$ cat src/rtl/vga_draw_scheduler.sv
// Draw scheduler for a 30x29 playfield of 4x4 cells plus a one-row player strip.
// Serialises field and player repaints into a single VGA-adapter pixel stream.
module vga_draw_scheduler (
  input  logic        i_clk,
  input  logic        i_reset,
  input  logic        i_enable,
  input  logic        i_field_req,
  input  logic        i_player_req,
  input  logic [29:0] i_player_pos,
  output logic        o_cell_rd,
  output logic [4:0]  o_cell_col,
  output logic [4:0]  o_cell_row,
  input  logic [1:0]  i_cell_data,
  output logic [7:0]  o_x,
  output logic [6:0]  o_y,
  output logic [2:0]  o_colour,
  output logic        o_plot,
  output logic        o_busy,
  output logic        o_frame_done
);

  localparam int unsigned COLS   = 30;
  localparam int unsigned POS_W  = 5;
  localparam int unsigned X_W    = 8;
  localparam int unsigned Y_W    = 7;
  localparam logic [POS_W-1:0] LAST_COL = POS_W'(29);
  localparam logic [POS_W-1:0] LAST_ROW = POS_W'(28);
  localparam logic [Y_W-1:0]   PLAYER_Y = Y_W'(116);

  typedef enum logic [2:0] {
    S_IDLE,
    S_F_FETCH,
    S_F_PAINT,
    S_P_PAINT,
    S_DONE
  } state_t;

  state_t             r_state, w_state;
  logic [POS_W-1:0]   r_col, w_col, r_row, w_row;
  logic [1:0]         r_dx, w_dx, r_dy, w_dy;
  logic [1:0]         r_cell, w_cell, w_cell_v;
  logic [COLS-1:0]    r_snap, w_snap;
  logic               r_fpend, w_fpend, r_ppend, w_ppend;
  logic               w_fstart, w_pstart, w_last_px;
  logic [X_W-1:0]     r_x, w_x;
  logic [Y_W-1:0]     r_y, w_y;
  logic [2:0]         r_colour, w_colour;
  logic               r_plot, w_plot, r_cell_rd, w_cell_rd;
  logic               r_busy, w_busy, r_frame_done, w_frame_done;

  function automatic logic [2:0] field_colour(input logic [1:0] d);
    case (d)
      2'b00:   field_colour = 3'd3;
      2'b10:   field_colour = 3'd2;
      default: field_colour = 3'd4;
    endcase
  endfunction

  // Next-state, counter and output decode; everything holds while disabled.
  always_comb begin
    w_state      = r_state;
    w_col        = r_col;
    w_row        = r_row;
    w_dx         = r_dx;
    w_dy         = r_dy;
    w_cell       = r_cell;
    w_snap       = r_snap;
    w_x          = r_x;
    w_y          = r_y;
    w_colour     = r_colour;
    w_plot       = 1'b0;
    w_cell_rd    = 1'b0;
    w_frame_done = 1'b0;
    w_fstart     = 1'b0;
    w_pstart     = 1'b0;
    w_last_px    = (r_dx == 2'd3) && (r_dy == 2'd3);
    // First paint cycle uses the store output directly; later cycles the captured copy.
    w_cell_v     = (r_dx == 2'd0 && r_dy == 2'd0) ? i_cell_data : r_cell;

    if (i_enable) begin
      case (r_state)
        S_IDLE: begin
          if (r_ppend) begin
            w_state  = S_P_PAINT;
            w_pstart = 1'b1;
            w_snap   = i_player_pos;
            w_col    = '0;
            w_row    = '0;
            w_dx     = '0;
            w_dy     = '0;
          end else if (r_fpend) begin
            w_state   = S_F_FETCH;
            w_fstart  = 1'b1;
            w_cell_rd = 1'b1;
            w_col     = '0;
            w_row     = '0;
            w_dx      = '0;
            w_dy      = '0;
          end
        end
        S_F_FETCH: w_state = S_F_PAINT;
        S_F_PAINT: begin
          w_cell   = w_cell_v;
          w_plot   = 1'b1;
          w_x      = X_W'({r_col, r_dx});
          w_y      = {r_row, r_dy};
          w_colour = field_colour(w_cell_v);
          w_dx     = r_dx + 2'd1;
          if (r_dx == 2'd3) w_dy = r_dy + 2'd1;
          if (w_last_px) begin
            if (r_col == LAST_COL) begin
              w_col = '0;
              if (r_row == LAST_ROW) begin
                w_row   = '0;
                w_state = S_DONE;
              end else begin
                w_row     = r_row + POS_W'(1);
                w_state   = S_F_FETCH;
                w_cell_rd = 1'b1;
              end
            end else begin
              w_col     = r_col + POS_W'(1);
              w_state   = S_F_FETCH;
              w_cell_rd = 1'b1;
            end
          end
        end
        S_P_PAINT: begin
          w_plot   = 1'b1;
          w_x      = X_W'({r_col, r_dx});
          w_y      = PLAYER_Y + Y_W'(r_dy);
          w_colour = r_snap[r_col] ? 3'd6 : 3'd5;
          w_dx     = r_dx + 2'd1;
          if (r_dx == 2'd3) w_dy = r_dy + 2'd1;
          if (w_last_px) begin
            if (r_col == LAST_COL) begin
              w_col   = '0;
              w_state = S_DONE;
            end else begin
              w_col = r_col + POS_W'(1);
            end
          end
        end
        S_DONE: begin
          w_frame_done = 1'b1;
          w_state      = S_IDLE;
        end
        default: w_state = S_IDLE;
      endcase
    end

    // Requests latch regardless of enable; a request on the start cycle re-arms the flag.
    w_fpend = (r_fpend & ~w_fstart) | i_field_req;
    w_ppend = (r_ppend & ~w_pstart) | i_player_req;
    w_busy  = (w_state != S_IDLE);
  end

  always_ff @(posedge i_clk) begin
    if (i_reset) begin
      r_state      <= S_IDLE;
      r_col        <= '0;
      r_row        <= '0;
      r_dx         <= '0;
      r_dy         <= '0;
      r_cell       <= '0;
      r_snap       <= '0;
      r_fpend      <= 1'b0;
      r_ppend      <= 1'b0;
      r_x          <= '0;
      r_y          <= '0;
      r_colour     <= '0;
      r_plot       <= 1'b0;
      r_cell_rd    <= 1'b0;
      r_busy       <= 1'b0;
      r_frame_done <= 1'b0;
    end else begin
      r_state      <= w_state;
      r_col        <= w_col;
      r_row        <= w_row;
      r_dx         <= w_dx;
      r_dy         <= w_dy;
      r_cell       <= w_cell;
      r_snap       <= w_snap;
      r_fpend      <= w_fpend;
      r_ppend      <= w_ppend;
      r_x          <= w_x;
      r_y          <= w_y;
      r_colour     <= w_colour;
      r_plot       <= w_plot;
      r_cell_rd    <= w_cell_rd;
      r_busy       <= w_busy;
      r_frame_done <= w_frame_done;
    end
  end

  assign o_cell_rd    = r_cell_rd;
  assign o_cell_col   = r_col;
  assign o_cell_row   = r_row;
  assign o_x          = r_x;
  assign o_y          = r_y;
  assign o_colour     = r_colour;
  assign o_plot       = r_plot;
  assign o_busy       = r_busy;
  assign o_frame_done = r_frame_done;

endmodule

$ cat config.mk
export PLATFORM = sky130hd
export DESIGN_NAME = vga_draw_scheduler
export DESIGN_NICKNAME = d
export VERILOG_FILES = /design/src/rtl/vga_draw_scheduler.sv
export SDC_FILE = /design/constraint.sdc
export NUM_CORES = 1
export LEC_CHECK = 0
export ABC_AREA = 1
export CAP_MARGIN = 25
export CORE_UTILIZATION = 30
export DETAILED_ROUTE_END_ITERATION = 10
export PLACE_DENSITY = 0.6
export SYNTH_ARGS = -nofsm -noshare
export SYNTH_HDL_FRONTEND = slang
export SYNTH_SLANG_ARGS = --single-unit
$ cat constraint.sdc
create_clock -name i_clk -period 1.8 [get_ports i_clk]
set_input_delay 0.36 -clock i_clk [delete_from_list [all_inputs] [get_ports i_clk]]
set_output_delay 0.36 -clock i_clk [all_outputs]
set_load 0.005 [all_outputs]
### Yosys cells after proc, flatten, opt, wreduce, memory -nomap -nowiden

Index checks and enable logic that the tools add are counted.
Widths: inputs -> output; s select.

| operators by class | value |
|---|---|
| add/sub/neg operators | 5 |
| order comparisons | 1 |
| equal/unequal tests | 14 |
| muxes and demuxes | 43 |
| bitwise operators | 7 |
| reduce and logical (&&, ||, !) cells | 20 |

Operators with widths:

| cell | count |
|---|---|
| $mux 5 | 7 |
| $mux 3 | 8 |
| $pmux 5 s2 | 2 |
| $pmux 7 s2 | 1 |
| $mux 1 | 13 |
| $pmux 3 s2 | 2 |
| $pmux 3 s4 | 1 |
| $add 5x1->5 const B | 2 |
| $eq 5x5->1 const B | 2 |
| $mux 2 | 5 |
| $pmux 2 s2 | 2 |
| $reduce_and 4->1 | 2 |
| $add 5x3->6 const A | 1 |
| $eq 2x2->1 const B | 3 |
| $eq 3x2->1 const B | 2 |
| $logic_not 2->1 | 3 |
| $lt 5x6->1 const B | 1 |
| $reduce_and 2->1 | 3 |
| $reduce_and 3->1 | 2 |
| $reduce_bool 2->1 | 3 |
| $bmux 1 s5 | 1 |
| $reduce_and 5->1 | 1 |
| $add 2x1->2 const B | 2 |
| $ne 2x1->1 const B | 2 |
| 12 further kinds | 19 |

| storage, ports and cells | value |
|---|---|
| bits in registers | 72 |
| output and inout bits | 32 |
| word-level logic and storage cells | 106 |

### Logic depth before layout (Yosys ltp)

Gate-level depths: netlist of the first run.

| depth | value |
|---|---|
| word-level depth | 7 |
| gate-level depth with buffers | 11 |

### Least setup slack after synthesis of the first run

Ideal clock, no wire load.

| path | value |
|---|---|
| path type | reg-to-reg |
| start point | reg r_col[1] (netlist: o_cell_col[1]) |
| end point | reg r_row[4] (netlist: o_cell_row[4]) |
| setup time | 0.115 ns |
| arrival | 1.475 ns |
| required time | 1.685 ns |
| setup slack | 0.211 ns |
| stages on the path, launching flop included | 12 |
| path buffers | 0 |
| clock period less this slack | 1.589 ns |
| path through | dfxtp_1 > clkinv_1 > ha_1 > nand2_1 > nor2_2 > a21oi_1 > nor2_2 > nand2_4 > nor2_4 > nand3_1 > nand2_1 > and2_1 |

| between the ends | value |
|---|---|
| word-level cells in the longest chain between the ends | 3 |

Ends and longest elaborated chain:

| item | line | RTL |
|---|---|---|
| from (decl) | 39 | `logic [POS_W-1:0] r_col, w_col, r_row, w_row;` |
| from (signal assigned) | 178 | `r_col <= w_col;` |
| $eq 5x5->1 | 111 | `if (r_col == LAST_COL) begin` |
| $ne 2x2->1 (no source line) | n/a |  |
| $reduce_and 5->1 (no source line) | n/a |  |
| to (signal assigned) | 179 | `r_row <= w_row;` |
| to (decl) | 39 |  |

No other way between the ends.
A chain may end at the register's enable or synchronous reset.

### Worst setup path after layout of the first run

| path | value |
|---|---|
| start point | reg r_col[0] (netlist: o_cell_col[0]) |
| end point | out o_cell_col[0] |

RTL lines:

| item | line | RTL |
|---|---|---|
| to (decl) | 11 | `output logic [4:0] o_cell_col,` |

No word-level cell between the ends.

==> flow_summary.toml, run 1 <==
[final_layout]
nets = 571
finalNonFillerCells = 667
fillers = 1072
drive_gt1_frac = 0.1224
area_growth_pct = 37.00
stdcell_area_sq_um = 4476
fin_util = 0.4278
diodes = 0

[pwr]
finalPower_mw = 3.940
cellInternalPower_mw = 2.859
pwr-share-comb = 0.183
switching_share = 0.2744
net-switching-power_mw = 1.081
p_leak_nw = 1.842
pwr-share-seq = 0.445
powerDensity_nw_per_um2 = 880.4
ir_drop_mv = 0.3752
p_clk_frac = 0.372

[die]
num_io_pins = 69
die_area_sq_um = 11310
initial_core_util = 0.3122
die_w_um = 106.4
die_h_um = 106.4
core_area_sq_um = 10460
rows = 37

[worst_hold_path]
hold_end = "r_snap[11]"
min_from = "r_snap[11]"
min_path_cells = 2
hold_class = "reg2reg"

[worst_setup_path]
reg2reg_depth = 10
end_kind = "output port"
cp_num_buf_inv = 2
r2r-start = "r_state[0]"
crit_slowest_cell = "clkdlybuf4s50_1"
cpPeakStageDelay_ns = 0.51
cpLargestDelayFamily = "buffers and inverters"
path_max_fanout = 11
start_kind = "register"
cp.arrival_ns = 1.41
r2r_end = "o_cell_row[4]"
cp_cell_sequence = "buf_6, clkdlybuf4s50_1"
worst-r2r-setup-slack_ns = 0.16
criticalPathCategory = "reg2out"
worstPathRequired_ns = 1.44

[clock_tree]
clock_latency_ns = 0.35
cts_tree = "built"
clk_pin_slew_worst_paths_ns = 0.09
cts_buffer_depth = 2
numCtsBuffers = 9
cts.sinks = 72
htreeDepth = 3
cts_root_buf = "clkbuf_8"

[synthesis]
synth_most_common_cell = "dfxtp_1"
ys.warnings.count = 0
ys_top_cells_by_count = "dfxtp_1 (72), nand2_1 (66), a21oi_1 (65)"
ys_ff_latch = 72
syn-num-nets = 487
async_flop_share = 0
synth_seq_area_share = 0.4412
synth_top_area_frac = 0.4412
synth_edf_count = 0
avgSynthCellArea_sq_um = 7.391
yosys-top-cells-area = "dfxtp_1 (44%), a21oi_1 (10%), nand2_1 (7.6%)"
ys.flop_type = "dfxtp_1"
syn-cell-area_sq_um = 3267
ys_types = 31
yosys.area.top_type = "dfxtp_1"
synthCells = 442

[job]
drv_cap = 0

[detailed_routing]
wl_per_cell_um = 12.66
ant_nets = 0
drc = 0
viasPerCell = 4.687
drtPass1Iterations = 4
wl_um = 8443
initialDrtViolationCount = 165
vias = 3126

[timing]
grt_setup_unrepaired = "false"
final_hold_viol_count = 0
whs_ns = 0.4545
fin_crit_ns = 1.773
fin_crit_sh = 0.9850
setup_viol = 0
fmax_mhz = 564.0
slew_violations = 0
fin_skew_ns = 0.01380

[placement]
place_area_sq_um = 4212
placed_cells = 648
io_buffers = 67
place_congestion = 0.7742
dpl.hpwl_um = 6256

[global_route]
grt_max_degree = 36
grt_pass1_wl_um = 13990
grt_pass1_vias = 3034
grt_antenna_before_repair = 0
overflow = 0
grt_usage = 0.1568

[outcome]
status = "finished, final reports clean"
## state kept, by name (all words and copies together) (netlist names)
signal and count:
o_busy 1, o_cell_col 5, o_cell_rd 1, o_cell_row 5, o_colour 3, o_frame_done 1
o_plot 1, o_x 7, o_y 7, r_cell 2, r_dx 2, r_dy 2
r_fpend 1, r_ppend 1, r_snap 30, r_state 3
## cell usage in the layout, fill, tap and decap left out, types with 10 or more instances in the layout
| master | n |
|---|---|
| nand2_1 | 66 |
| a21oi_1 | 65 |
| nand3_1 | 29 |
| dfxtp_1 | 71 |
| inv_1 | 53 |
| nor2_1 | 36 |
| o21ai_0 | 49 |
| clkbuf_8 | 10 |
| buf_4 | 21 |
| clkdlybuf4s50_1 | 67 |
## metrics by stage
stage               setup WS (ns)  setup TNS, ns
global placement          0.01211              0
floorplan                  0.2105              0
global route             0.006009              0
detailed placement       -0.06880        -0.1540
finish                    0.02706              0
CTS                     0.0004166              0
## layer usage
metal | GRT usage | up-vias | wire [um]
li1 | - | 1606 | -
met1 | 0.1878 | 1424 | 3922
met2 | 0.2667 | 77 | 3926
met3 | 0.03066 | 19 | 398
met4 | 0.07738 | 0 | 196
met5 | 0 | - | 0
## how the worst max path moves through the flow
| stage | from | end | slack [ns] | cells after the start |
|---|---|---|---|---|
| after floorplan | o_cell_col[1] | o_cell_row[4] | 0.21 | 11 |
| after global placement | i_enable | o_cell_col[4] | 0.01 | 10 |
| final | o_cell_col[0] | o_cell_col[0] | 0.03 | 2 |
| after CTS | o_cell_col[1] | o_cell_col[1] | 0.0004 | 2 |
| after global routing | o_cell_col[0] | o_cell_col[0] | 0.006 | 2 |
| after detailed placement | i_enable | r_dy[1] | -0.07 | 7 |
## final cells by class
cell class / instances / area [sq um] / share of cell area
multi-input cells: 291 / 1514 / 0.3383
repair buffers: 92 / 890.9 / 0.1990
clock inverters: 6 / 92.59 / 0.02069
well taps: 136 / 170.2 / 0.03802
flip-flops and latches: 72 / 1445 / 0.3229
clock buffers: 10 / 137.6 / 0.03075
inverters: 60 / 225.2 / 0.05032
## cell families after synthesis
kind of cell / Yosys count / share of synthesized area
AND/OR/NAND/NOR: 155 / 0.2202
AO/OA/AOI/OAI: 123 / 0.1999
buffers and inverters: 79 / 0.09536
flip-flops: 72 / 0.4412
adder cells (fa/ha/maj): 8 / 0.03064
XOR/XNOR: 2 / 0.005363
multiplexers: 2 / 0.006128
other: 1 / 0.001148
## repair_timing
item	CTS	global route
hold buffers	0	0
endpoints found under the setup margin	1	1
setup buffers	0	3
gates resized for setup	3	1
endpoints found under the hold margin	0	0
pin swaps	0	0
## tightest hold or removal path, stage by stage, from the launching register on
cell and delay, ns:
dfxtp_1 0.30, inv_1 0.06, a21oi_1 0.05
## power by group through the flow
stage | Sequential [mW] | Combinational [mW] | Clock (mW)
detailed placement | 1.79 | 0.713 | 0
floorplan | 1.78 | 0.411 | 0
global route | 1.76 | 0.811 | 1.57
CTS | 1.75 | 0.720 | 1.50
finish | 1.75 | 0.721 | 1.47
global placement | 1.79 | 0.702 | 0
No activity file was read; power rests on OpenSTA's default activity.
==> run 2: changes to the inputs <==
--- a/config.mk
+++ b/config.mk
@@ -7,6 +7,7 @@
 export LEC_CHECK = 0
 export ABC_AREA = 1
 export CAP_MARGIN = 25
+export CORE_ASPECT_RATIO = 0.6
 export CORE_UTILIZATION = 30
 export DETAILED_ROUTE_END_ITERATION = 10
 export PLACE_DENSITY = 0.6
==> flow_summary.toml, run 2 (synthesis results as in run 1) <==
[pwr]
powerDensity_nw_per_um2 = 947.7
ir_drop_mv = 0.5171
p_leak_nw = 1.869

[timing]
setup_tns_ns = 0
final_hold_viol_count = 0
fin_crit_ns = 1.723
setup_viol = 0
fin_skew_ns = 0.005043
slew_violations = 0
fmax_mhz = 580.3
grt_setup_unrepaired = "false"
fin_crit_sh = 0.9573

[clock_tree]
cts_resized = 1
cts_tree = "built"
cts_buffer_depth = 2
htreeDepth = 3
numCtsBuffers = 9
cts.sinks = 72
clock_latency_ns = 0.33
cts_root_buf = "clkbuf_16"
postCtsSetupBuffers = 0
clk_pin_slew_worst_paths_ns = 0.05
postCtsHoldBufs = 0

[final_layout]
top_register = "r_snap"
nets = 565
diodes = 0
fin_util = 0.4271
largest_reg_flops = 30
stdcell_area_sq_um = 4526
most-common-layout-cells = "dfxtp_1 (70), nand2_1 (66), clkdlybuf4s50_1 (66), a21oi_1 (65), inv_1 (52)"
drive_gt1_frac = 0.1126
layout_commonest_cell = "dfxtp_1"
area_growth_pct = 38.53

[worst_setup_path]
worstSetupStartpoint = "o_cell_col[0]"
path_max_fanout = 11
cp.arrival_ns = 1.36
cp_cell_sequence = "buf_6, clkdlybuf4s50_1"
r2r-start = "r_state[0]"
criticalPathCategory = "reg2out"
crit_slowest_cell = "clkdlybuf4s50_1"
start_kind = "register"
end_kind = "output port"
worstPathRequired_ns = 1.44
cpPeakStageDelay_ns = 0.52

[global_route]
met2_usage = 0.2197
grt_util_met3 = 0.04396
grt_usage = 0.1638
grt_antenna_before_repair = 0
grtUsageMet1 = 0.2457
grt_max_degree = 49
overflow = 0
busiest_layer = "met1"
grt_pass1_wl_um = 14250
grt_pass1_vias = 2884

[placement]
io_buffers = 67
place_congestion = 0.8810
dpl.hpwl_um = 6298
place_area_sq_um = 4205

[worst_hold_path]
hold_class = "reg2reg"
min_from = "r_snap[19]"

[detailed_routing]
drtPass1Iterations = 4
vias = 3033
ant_nets = 0
initialDrtViolationCount = 181
wl_um = 8580
viasPerCell = 4.575
wl_per_cell_um = 12.94
drc = 0

[die]
die_area_sq_um = 11320
rows = 29
core_area_sq_um = 10600
num_io_pins = 69
die_h_um = 82.83
initial_core_util = 0.3083
die_w_um = 136.7

[outcome]
status = "finished, final reports clean"

[job]
drv_cap = 0
==> run 2: changes by cell type in the layout (fill, tap and decap cells not counted), sizes merged <==
cell,change
clkinvlp,-1
clkdlybuf4s50,-1
clkbuf,+3
dlymetal6s2s,+1
bufinv,-1
clkinv,-2
buf,-6
==> run 2: power breakdown <==
group          switching (mW)  internal (mW)  leakage, nW  total, mW
Combinational           0.391          0.332         1.13      0.723
Clock                   0.636           1.18        0.148       1.81
Sequential             0.0547           1.70        0.589       1.75
==> run 2: path summary, 6_finish.rpt <==
| check | to | slack (ns) | depth (start not counted) |
|---|---|---|---|
| worst min register to register | r_snap[19] | 0.45 | 2 |
| worst max-delay path | o_cell_col[0] | 0.08 | 2 |
| worst min-delay path | r_snap[19] | 0.45 | 2 |
| worst max register to register | o_cell_row[4] | 0.15 | 10 |
==> run 2: layout make-up <==
class	instances	area [sq um]
multi-input cells	291	1514
well taps	139	173.9
clock buffers	13	270.3
inverters	60	225.2
repair buffers	86	860.8
clock inverters	2	37.54
flip-flops and latches	72	1444
fillers	1097	6070
==> run 2: metrics by stage <==
stage	setup slack (ns)	power (mW)	hold slack, ns	instances
floorplan	0.2105	2.188	0.4292	442
global placement	-0.04171	2.491	0.4426	648
detailed placement	-0.1302	2.503	0.4473	648
CTS	0.003223	4.326	0.4559	663
global route	0.01285	4.506	0.4733	663
finish	0.07684	4.289	0.4522	663
==> run 2: critical path: cells and delay by family (launching register included) <==
kind,cells,cell delay [ns]
flops,1,0.36
buf+inv,2,0.68
==> run 2: per-layer routing <==
layer  part of all wire  up-vias
met3              0.054        7
met2               0.39       81
met5                  0        -
li1                   -     1593
met4              0.012        0
met1               0.55     1352
==> run 3: changes to the inputs <==
--- a/config.mk
+++ b/config.mk
@@ -6,7 +6,7 @@
 export NUM_CORES = 1
 export LEC_CHECK = 0
 export ABC_AREA = 1
-export CAP_MARGIN = 25
+export CAP_MARGIN = 20
 export CORE_ASPECT_RATIO = 0.6
 export CORE_UTILIZATION = 30
 export DETAILED_ROUTE_END_ITERATION = 10
==> results of run 3 <==
The final DEF is identical to that of run 2; final timing and power are the same.
==> RTL change: new RTL, flow settings as in run 3 <==
Take the reset off `r_x` and `r_y` and load them in a clocked block of their own.
--- a/src/rtl/vga_draw_scheduler.sv
+++ b/src/rtl/vga_draw_scheduler.sv
@@ -166,8 +166,6 @@
       r_snap       <= '0;
       r_fpend      <= 1'b0;
       r_ppend      <= 1'b0;
-      r_x          <= '0;
-      r_y          <= '0;
       r_colour     <= '0;
       r_plot       <= 1'b0;
       r_cell_rd    <= 1'b0;
@@ -183,14 +181,17 @@
       r_snap       <= w_snap;
       r_fpend      <= w_fpend;
       r_ppend      <= w_ppend;
-      r_x          <= w_x;
-      r_y          <= w_y;
       r_colour     <= w_colour;
       r_plot       <= w_plot;
       r_cell_rd    <= w_cell_rd;
       r_busy       <= w_busy;
       r_frame_done <= w_frame_done;
     end
+  end
+
+  always_ff @(posedge i_clk) begin
+    r_x <= w_x;
+    r_y <= w_y;
   end
 
   assign o_cell_rd    = r_cell_rd;
Behaviour: differs if i_reset is asserted again (counterexample within 4 cycles, from zero or initial values and one cycle with i_reset high); with i_reset held inactive, the same outputs for 10 cycles.
==> RTL change against run 3 <==
Clock skew is 0.0016 ns lower; die area is 0.19% higher; sequential power is 3% higher; final area is 0.41% higher; synthesized area is 0.19% higher; total power is 4.9% lower; utilization is 0.18 points higher; via count is 2.4% lower; sequential share of layout area is 3.0 points higher; routed wire length is 4.3% lower; worst setup slack worse by 0.0066 ns; sequential cell count stayed put; count of clock-buffer cells in the layout is 2 higher; register-to-register slack better by 0.05 ns.
==> RTL change: results (changes against run 3) <==
yosys:
  synthTopCellsByArea: "dfxtp_1, edfxtp_1, nand2_1, inv_1, o21ai_0"
  synth_area_per_cell_um2: 7.77  # +5.2%
  synth_edf_count: 14  # +14
  synth_cell_types: 30  # -3.2%
  synth_common_cells: "nand2_1, dfxtp_1, inv_1"
  synthesis.nets: 466  # -4.3%
  ys.flop_type: "dfxtp_1"
  ys_seq_area_share_pct: 48.3  # +4.2 points
setup_path:
  end_kind: "output pin"
placement:
  dp.cells: 636  # -1.9%
  placed_area_um2: 4250  # +0.95%
  place_hpwl_mm: 6.23  # -1.1%
  preCtsSetupSlack_ns: -0.173  # -0.0428 ns
  gp_congestion: 0.839  # -4.8%
drt:
  via_per_inst: 4.52  # -1.2%
  vias: 2960  # -2.4%
  dr.pass1.iters: 5  # +1
  drtIter0Drc: 191  # +5.5%
  wl_mm: 8.21  # -4.3%
global_route:
  grt_pass1_vias: 2821  # -2.2%
  grt_max_degree: 46  # -6.1%
  grt_pass1_wl_mm: 13.7  # -3.5%
  grt_usage_pct: 15.7  # -0.64 points
layout:
  synthToLayoutAreaGrowth_pct: 38.8
  drive_above_1_share_pct: 12.2  # +0.95 points
  final_nets: 556  # -1.6%
  diodes: 0  # unchanged
  n_fill_cell: 1065  # -2.9%
timing:
  fin_skew_ns: 0.00348  # -0.00156 ns
  finalMaxSlewViolations: 0  # unchanged
outcome:
  status: "finished, final reports clean"
power:
  ir_worst_vdd_mv: 0.416  # -20%
  leakage_nw: 1.88  # +0.45%
RTL change: changes by cell type after synthesis, sizes merged, moves of 3 or more:
cell	before	now
a21oi	65	41
dfxtp	72	58
edfxtp	0	14
o21ai	51	48
inv	58	64
nand3	29	33
RTL change: layout make-up:
class                   count  area share [%]
multi-input cells         269            30.4
well taps                 139            3.83
inverters                  65            5.37
clock buffers              15            5.67
repair buffers             94            19.7
flip-flops and latches     72            34.9
clock inverters             1           0.110
RTL change: kinds of logic after synthesis:
family                     share of synthesized area, %
AOI/OAI and AO/OA                                  15.8
xor gates and xnor gates                          0.535
adders and majority gates                          3.06
buffers and inverters                              9.52
DFF                                                48.3
other                                             0.115
and+or+nand+nor                                    22.7
RTL change: layer usage:
metal / track usage [%] / vias to the layer above / routed length, um
li1: - / 1543 / -
met1: 24.5 / 1322 / 4600
met2: 20.2 / 86 / 3010
met3: 4.03 / 9 / 514
met4: 5.99 / 0 / 90
met5: 0 / - / 0
RTL change: power breakdown:
part	internal, mW	leakage, nW	switching [mW]	total (mW)
Combinational	0.324	1.14	0.383	0.707
Clock	0.969	0.128	0.603	1.57
Sequential	1.75	0.606	0.0528	1.80
Total	3.04	1.88	1.04	4.08
RTL change: repair_timing:
action / CTS / global route
pin swaps: 0 / 1
setup endpoints to repair: 1 / 6
gates resized for setup: 2 / 4
endpoints found under the hold margin: 0 / 0
hold buffers: 0 / 0
setup buffers: 0 / 3
RTL change: path summary, 6_finish.rpt:
path | endpoint | cells after the start | slack (ns) | start
worst max-delay path | o_cell_col[0] | 2 | 0.07 | o_cell_col[0]
worst min-delay path | r_snap[17] | 2 | 0.45 | r_snap[17]
worst max register to register | o_busy | 10 | 0.20 | r_state[1]
worst min register to register | r_snap[17] | 2 | 0.45 | r_snap[17]
RTL change: metrics by stage:
stage	total power, mW	TNS, ns
4_1_cts	4.11	0
3_3_place_gp	2.51	-0.816
6_report	4.08	0
5_1_grt	4.30	0
2_1_floorplan	2.22	0
3_5_place_dp	2.52	-1.71
RTL change: critical path, stage by stage (launching register included):
cell	delay, ns
dfxtp_2	0.37
buf_8	0.15
clkdlybuf4s50_1	0.52
